--- src/rtl/clk_div_multi_if.sv ---
// Control and clock-output bundle for the multi-channel clock divider.
// The master drives ratio/enable per channel; the slave (divider) returns clocks and strobes.
interface clk_div_multi_if #(
    parameter int unsigned N_CH    = 4,
    parameter int unsigned RATIO_W = 8
);
    logic [N_CH-1:0]         i_clk_en;
    logic [N_CH*RATIO_W-1:0] divided_ratio;
    logic [N_CH-1:0]         div_clk_out;
    logic [N_CH-1:0]         o_tick;
    logic [N_CH-1:0]         o_ratio_upd;

    modport master (
        output i_clk_en,
        output divided_ratio,
        input  div_clk_out,
        input  o_tick,
        input  o_ratio_upd
    );

    modport slave (
        input  i_clk_en,
        input  divided_ratio,
        output div_clk_out,
        output o_tick,
        output o_ratio_upd
    );
endinterface

--- src/rtl/clk_div_multi.sv ---
// N_CH independent integer clock dividers; ratio/enable changes are shadowed and
// only take effect at a divided-period boundary so no runt phases are produced.
module clk_div_multi #(
    parameter int unsigned N_CH    = 4,
    parameter int unsigned RATIO_W = 8
) (
    input  logic             clk,
    input  logic             rest,
    clk_div_multi_if.slave   bus
);

    logic [RATIO_W-1:0] r_ratio [N_CH];
    logic [RATIO_W-1:0] r_cnt   [N_CH];
    logic [N_CH-1:0]    r_en;
    logic [N_CH-1:0]    r_div_q;
    logic [N_CH-1:0]    r_tick;
    logic [N_CH-1:0]    r_upd;

    logic [RATIO_W-1:0] w_in_ratio [N_CH];
    logic [RATIO_W-1:0] w_ratio_n  [N_CH];
    logic [RATIO_W-1:0] w_cnt_n    [N_CH];
    logic [N_CH-1:0]    w_en_n;
    logic [N_CH-1:0]    w_active;
    logic [N_CH-1:0]    w_active_n;
    logic [N_CH-1:0]    w_end;
    logic [N_CH-1:0]    w_div_n;
    logic [N_CH-1:0]    w_tick_n;
    logic [N_CH-1:0]    w_upd_n;

    // Next-state per channel; div_q and tick are registered from the next-state view
    // so they line up with the counter value of the same cycle.
    always_comb begin
        for (int k = 0; k < N_CH; k++) begin
            w_in_ratio[k] = bus.divided_ratio[k*RATIO_W +: RATIO_W];
            w_active[k]   = r_en[k] && (r_ratio[k] >= RATIO_W'(2));
            w_end[k]      = w_active[k] && (r_cnt[k] == r_ratio[k] - RATIO_W'(1));
            w_ratio_n[k]  = r_ratio[k];
            w_en_n[k]     = r_en[k];
            w_cnt_n[k]    = r_cnt[k] + RATIO_W'(1);
            w_upd_n[k]    = 1'b0;

            if (!w_active[k] || w_end[k]) begin
                w_ratio_n[k] = w_in_ratio[k];
                w_en_n[k]    = bus.i_clk_en[k];
                w_cnt_n[k]   = '0;
                w_upd_n[k]   = w_end[k] &&
                               ((w_in_ratio[k] != r_ratio[k]) || (bus.i_clk_en[k] != r_en[k]));
            end

            w_active_n[k] = w_en_n[k] && (w_ratio_n[k] >= RATIO_W'(2));
            w_div_n[k]    = w_active_n[k] && (w_cnt_n[k] >= (w_ratio_n[k] >> 1));
            w_tick_n[k]   = w_active_n[k] && (w_cnt_n[k] == w_ratio_n[k] - RATIO_W'(1));
        end
    end

    always_ff @(posedge clk or posedge rest) begin
        if (rest) begin
            for (int k = 0; k < N_CH; k++) begin
                r_ratio[k] <= '0;
                r_cnt[k]   <= '0;
            end
            r_en    <= '0;
            r_div_q <= '0;
            r_tick  <= '0;
            r_upd   <= '0;
        end else begin
            for (int k = 0; k < N_CH; k++) begin
                r_ratio[k] <= w_ratio_n[k];
                r_cnt[k]   <= w_cnt_n[k];
            end
            r_en    <= w_en_n;
            r_div_q <= w_div_n;
            r_tick  <= w_tick_n;
            r_upd   <= w_upd_n;
        end
    end

    // Bypass channels pass the source clock straight through.
    assign bus.div_clk_out = (w_active & r_div_q) | (~w_active & {N_CH{clk}});
    assign bus.o_tick      = r_tick;
    assign bus.o_ratio_upd = r_upd;

endmodule
--- src/flat_wrapper.sv ---
// flat-port wrapper written by rule: the top's interface ports become plain ports
module clk_div_multi_flat 
#(
    parameter int unsigned N_CH    = 4,
    parameter int unsigned RATIO_W = 8
)
  (clk, rest, bus_i_clk_en, bus_divided_ratio, bus_div_clk_out, bus_o_tick, bus_o_ratio_upd);
  clk_div_multi_if #(.N_CH(N_CH), .RATIO_W(RATIO_W)) bus_i ();
  input  logic clk;
  input  logic rest;
  input wire logic [$bits(bus_i.i_clk_en)-1:0] bus_i_clk_en;
  input wire logic [$bits(bus_i.divided_ratio)-1:0] bus_divided_ratio;
  output wire logic [$bits(bus_i.div_clk_out)-1:0] bus_div_clk_out;
  output wire logic [$bits(bus_i.o_tick)-1:0] bus_o_tick;
  output wire logic [$bits(bus_i.o_ratio_upd)-1:0] bus_o_ratio_upd;
  assign bus_i.i_clk_en = bus_i_clk_en;
  assign bus_i.divided_ratio = bus_divided_ratio;
  assign bus_div_clk_out = bus_i.div_clk_out;
  assign bus_o_tick = bus_i.o_tick;
  assign bus_o_ratio_upd = bus_i.o_ratio_upd;
  clk_div_multi #(.N_CH(N_CH), .RATIO_W(RATIO_W)) u_core (.clk(clk), .rest(rest), .bus(bus_i));
endmodule
--- config.mk ---
export PLATFORM = sky130hd
export DESIGN_NAME = clk_div_multi_flat
export DESIGN_NICKNAME = d
export VERILOG_FILES = /design/src/rtl/clk_div_multi_if.sv /design/src/rtl/clk_div_multi.sv /design/src/flat_wrapper.sv
export SDC_FILE = /design/constraint.sdc
export NUM_CORES = 1
export LEC_CHECK = 0
export BUFFER_PORTS_ARGS = -buffer_cell sky130_fd_sc_hd__buf_2
export CELL_PAD_IN_SITES_DETAIL_PLACEMENT = 1
export CELL_PAD_IN_SITES_GLOBAL_PLACEMENT = 1
export CORE_ASPECT_RATIO = 0.7
export CORE_MARGIN = 4
export CORE_UTILIZATION = 48
export CTS_CLUSTER_SIZE = 8
export DETAILED_ROUTE_END_ITERATION = 10
export GPL_TIMING_DRIVEN = 1
export MAX_ROUTING_LAYER = met4
export PLACE_DENSITY = 0.9
export SLEW_MARGIN = 10
export SYNTH_ARGS = -nofsm -noshare
export SYNTH_HDL_FRONTEND = slang
export SYNTH_SLANG_ARGS = --single-unit
--- constraint.sdc ---
create_clock -name clk -period 4.8 [get_ports clk]
set_input_delay 0.48 -clock clk [delete_from_list [all_inputs] [get_ports clk]]
set_output_delay 0.48 -clock clk [all_outputs]
set_load 0.01 [all_outputs]
==> reports/metrics.yaml <==
logic_synthesis:
  ys_seq_area_share_pct: 29.0
  ys_ff_latch: 80
  netlist_area_um2: 6900
  synth_area_per_cell_um2: 8.89
  yosys_warnings: 0
  synth_cell_types: 67
  synth_cells: 776
  synth_nets: 860
  async_flop_share_pct: 100
  synth_ff_type: "dfrtp_1"
  synth_edf_count: 0
floorplanning:
  ios: 50
  fp-row-count: 36
  die_w_um: 151
  start_util_pct: 49.3
  fp.dieArea_um2: 16400
  die_height_um: 108
  core_um2: 14000
power:
  ir_drop_mv: 0.365
  power.switching_mw: 3.06
  p_comb_share_pct: 61.1
  leakage_nw: 3.40
  p_total_mw: 6.18
  swShare_pct: 49.5
  p_seq_share_pct: 24.4
  p_per_area_nw_per_um2: 807
  clockPowerShare_pct: 14.5
  intPower_mw: 3.13
sta:
  worst_pin_slew_ps: 971
  setup_viol: 0
  finalCriticalPeriod_ps: 4440
  relSlewSlack_pct: 34.5
  setup_ws_ps: 358
  finalClockSkew_ps: 6.27
  whs_ps: 100
  finalHoldViolCount: 0
  max_freq_mhz: 225
  final_max_slew_viol_count: 0
  tns_ps: 0
  rsz0062_at_grt: "no"
  fin_crit_sh_pct: 92.5
drt:
  drt_pass1_iterations: 5
  via_per_inst: 6.00
  drc: 0
  drt_iter0_drc: 456
  wire_per_inst_um: 21.0
  drtAntennaViolNets: 0
  vias: 6058
  routed_wl_um: 21200
clocking:
  tritoncts: "built"
  clkTransAtPathRegs_ps: 70
  worstSkewPairLatency_ps: 450
  postCtsSetupRepairBufs: 0
global_route:
  grt.met3_usage_pct: 6.66
  grt_pass1_vias: 6349
  grt_pass1_wl_um: 34100
  top_usage_layer: "met2"
  grt_max_degree: 45
  grtUsageTotal_pct: 27.5
  antenna_found_initial: 0
  grt_use_met1_pct: 37.5
  use_met2_pct: 42.0
  grt_overflow: 0
critical_path:
  path_cells: "inv_1, ha_1, o21ai_0, or4b_2, a311o_1, nand2_1, o21ai_0, inv_1, ha_1, nor4bb_1, o31a_1, a311oi_1, a2111oi_2"
  crit_family: "compound AO/OA/AOI/OAI gates"
  crit_type: "reg2reg"
  end_kind: "register"
  critPathMaxStageDelay_ps: 630
  cp.required_ps: 5140
  arrival_ps: 4780
  start_kind: "register"
  worstPathBufferInverterCount: 2
  critPathSlowestCell: "or4b_2"
  cp_max_fo: 12
layout:
  layout_common_cells: "dfrtp_1, xnor2_1, xor2_1"
  final_common_cell: "dfrtp_1"
  nets: 897
  drive_gt1_share_pct: 13.2
  layout.core_utilization_pct: 54.7
  syn2layout_area_growth_pct: 11.1
  diodes: 0
placement:
  hpwl_um: 15600
  gp_congestion: 0.974
  portBuffers: 49
  pre_cts_ws_ps: 417
run_status:
  outcome: "finished clean"
min_path:
  min_path_type: "in2async"
flow_run:
  cap_violations: 0
[flip-flops by register name (all words and copies together), names as in the netlist]
name                    count
u_core.bus.o_ratio_upd      4
u_core.bus.o_tick           4
u_core.r_cnt               32
u_core.r_div_q              4
u_core.r_en                 4
u_core.r_ratio             32
[Yosys cell counts (3+ instances only)]
library cell,instances,area share (%)
dfrtp_1,80,29
xnor2_1,79,10
xor2_1,61,7.7
inv_1,53,2.9
nor2_1,50,2.7
ha_1,46,8.3
nand2_1,34,1.8
mux2i_1,33,4.8
nor3_1,31,2.2
nand3_1,26,1.9
a21oi_1,24,1.7
o21ai_0,22,1.6
clkbuf_1,21,1.1
nor4_1,19,1.7
nand2b_1,15,1.4
nor2b_1,15,1.4
buf_2,14,1.0
and3_1,12,1.1
mux2_2,12,2.0
nand4_1,11,1.0
and2_1,10,0.91
a31oi_1,9,0.82
or3_1,8,0.73
nand3b_1,7,0.76
nor4b_1,6,0.76
o31ai_1,6,0.65
a211oi_1,4,0.44
a21boi_0,4,0.44
a311oi_1,4,0.51
nor3b_1,4,0.44
a211o_1,3,0.38
and3b_1,3,0.38
buf_6,3,0.49
o211ai_1,3,0.33
o22ai_1,3,0.27
or2_2,3,0.27
[through the flow]
step,instance area (um2),cells
global placement,7280,988
floorplan,6900,776
detailed placement,7280,988
global route,7670,1009
finish,7670,1009
CTS,7660,1009
[kinds of logic (layout without fill, tap and decap cells)]
kind of cell | count (synthesis) | in the layout | synth area share, %
AO/OA/AOI/OAI | 107 | 107 | 10.9
AND/OR/NAND/NOR | 264 | 264 | 21.1
flip-flops | 80 | 80 | 29.0
XOR/XNOR | 141 | 141 | 18.1
multiplexers | 46 | 46 | 6.96
buffers and inverters | 91 | 134 | 5.53
adder cells (fa/ha/maj) | 47 | 47 | 8.49
[cell type report]
type,count,area (um2)
multi-input combinational,605,4520
clock inverter,6,35.0
fill,1654,6340
tap,190,238
clock buffer,19,363
sequential,80,2000
inverter,53,200
timing repair buffer,56,308
[repair_timing]
action,CTS,global route
gates resized for setup,0,1
hold buffers,0,0
endpoints found under the setup margin,0,1
[path summary, 6_finish.rpt]
check                                       start                    to  slack, ps  depth (start not counted)
worst max-delay path            u_core.r_ratio[1]  u_core.bus.o_tick[3]        360                         13
worst min-delay path                         rest        u_core.r_en[3]        100                          2
worst max register to register  u_core.r_ratio[1]  u_core.bus.o_tick[3]        360                         13
worst min register to register    u_core.r_cnt[8]       u_core.r_cnt[8]        600                          1
max in group asynchronous                    rest    u_core.r_ratio[31]       3650                          3
min in group clk                  bus_i_clk_en[0]        u_core.r_en[0]        270                          2
[power groups by stage]
stage	logic, mW	registers, mW	clock network, mW
detailed placement	3.65	1.49	0.0307
CTS	3.75	1.49	0.915
finish	3.78	1.51	0.897
global route	4.21	1.55	0.947
floorplan	3.04	1.16	0.0213
global placement	3.51	1.47	0.0307
[metal layers]
| metal | share of wire, % | wire length (um) |
|---|---|---|
| met5 | 0 | 0 |
| met4 | 1.5 | 309 |
| met3 | 6.7 | 1410 |
| met2 | 45 | 9600 |
| met1 | 47 | 9880 |
(Power assumes the default switching activity.)
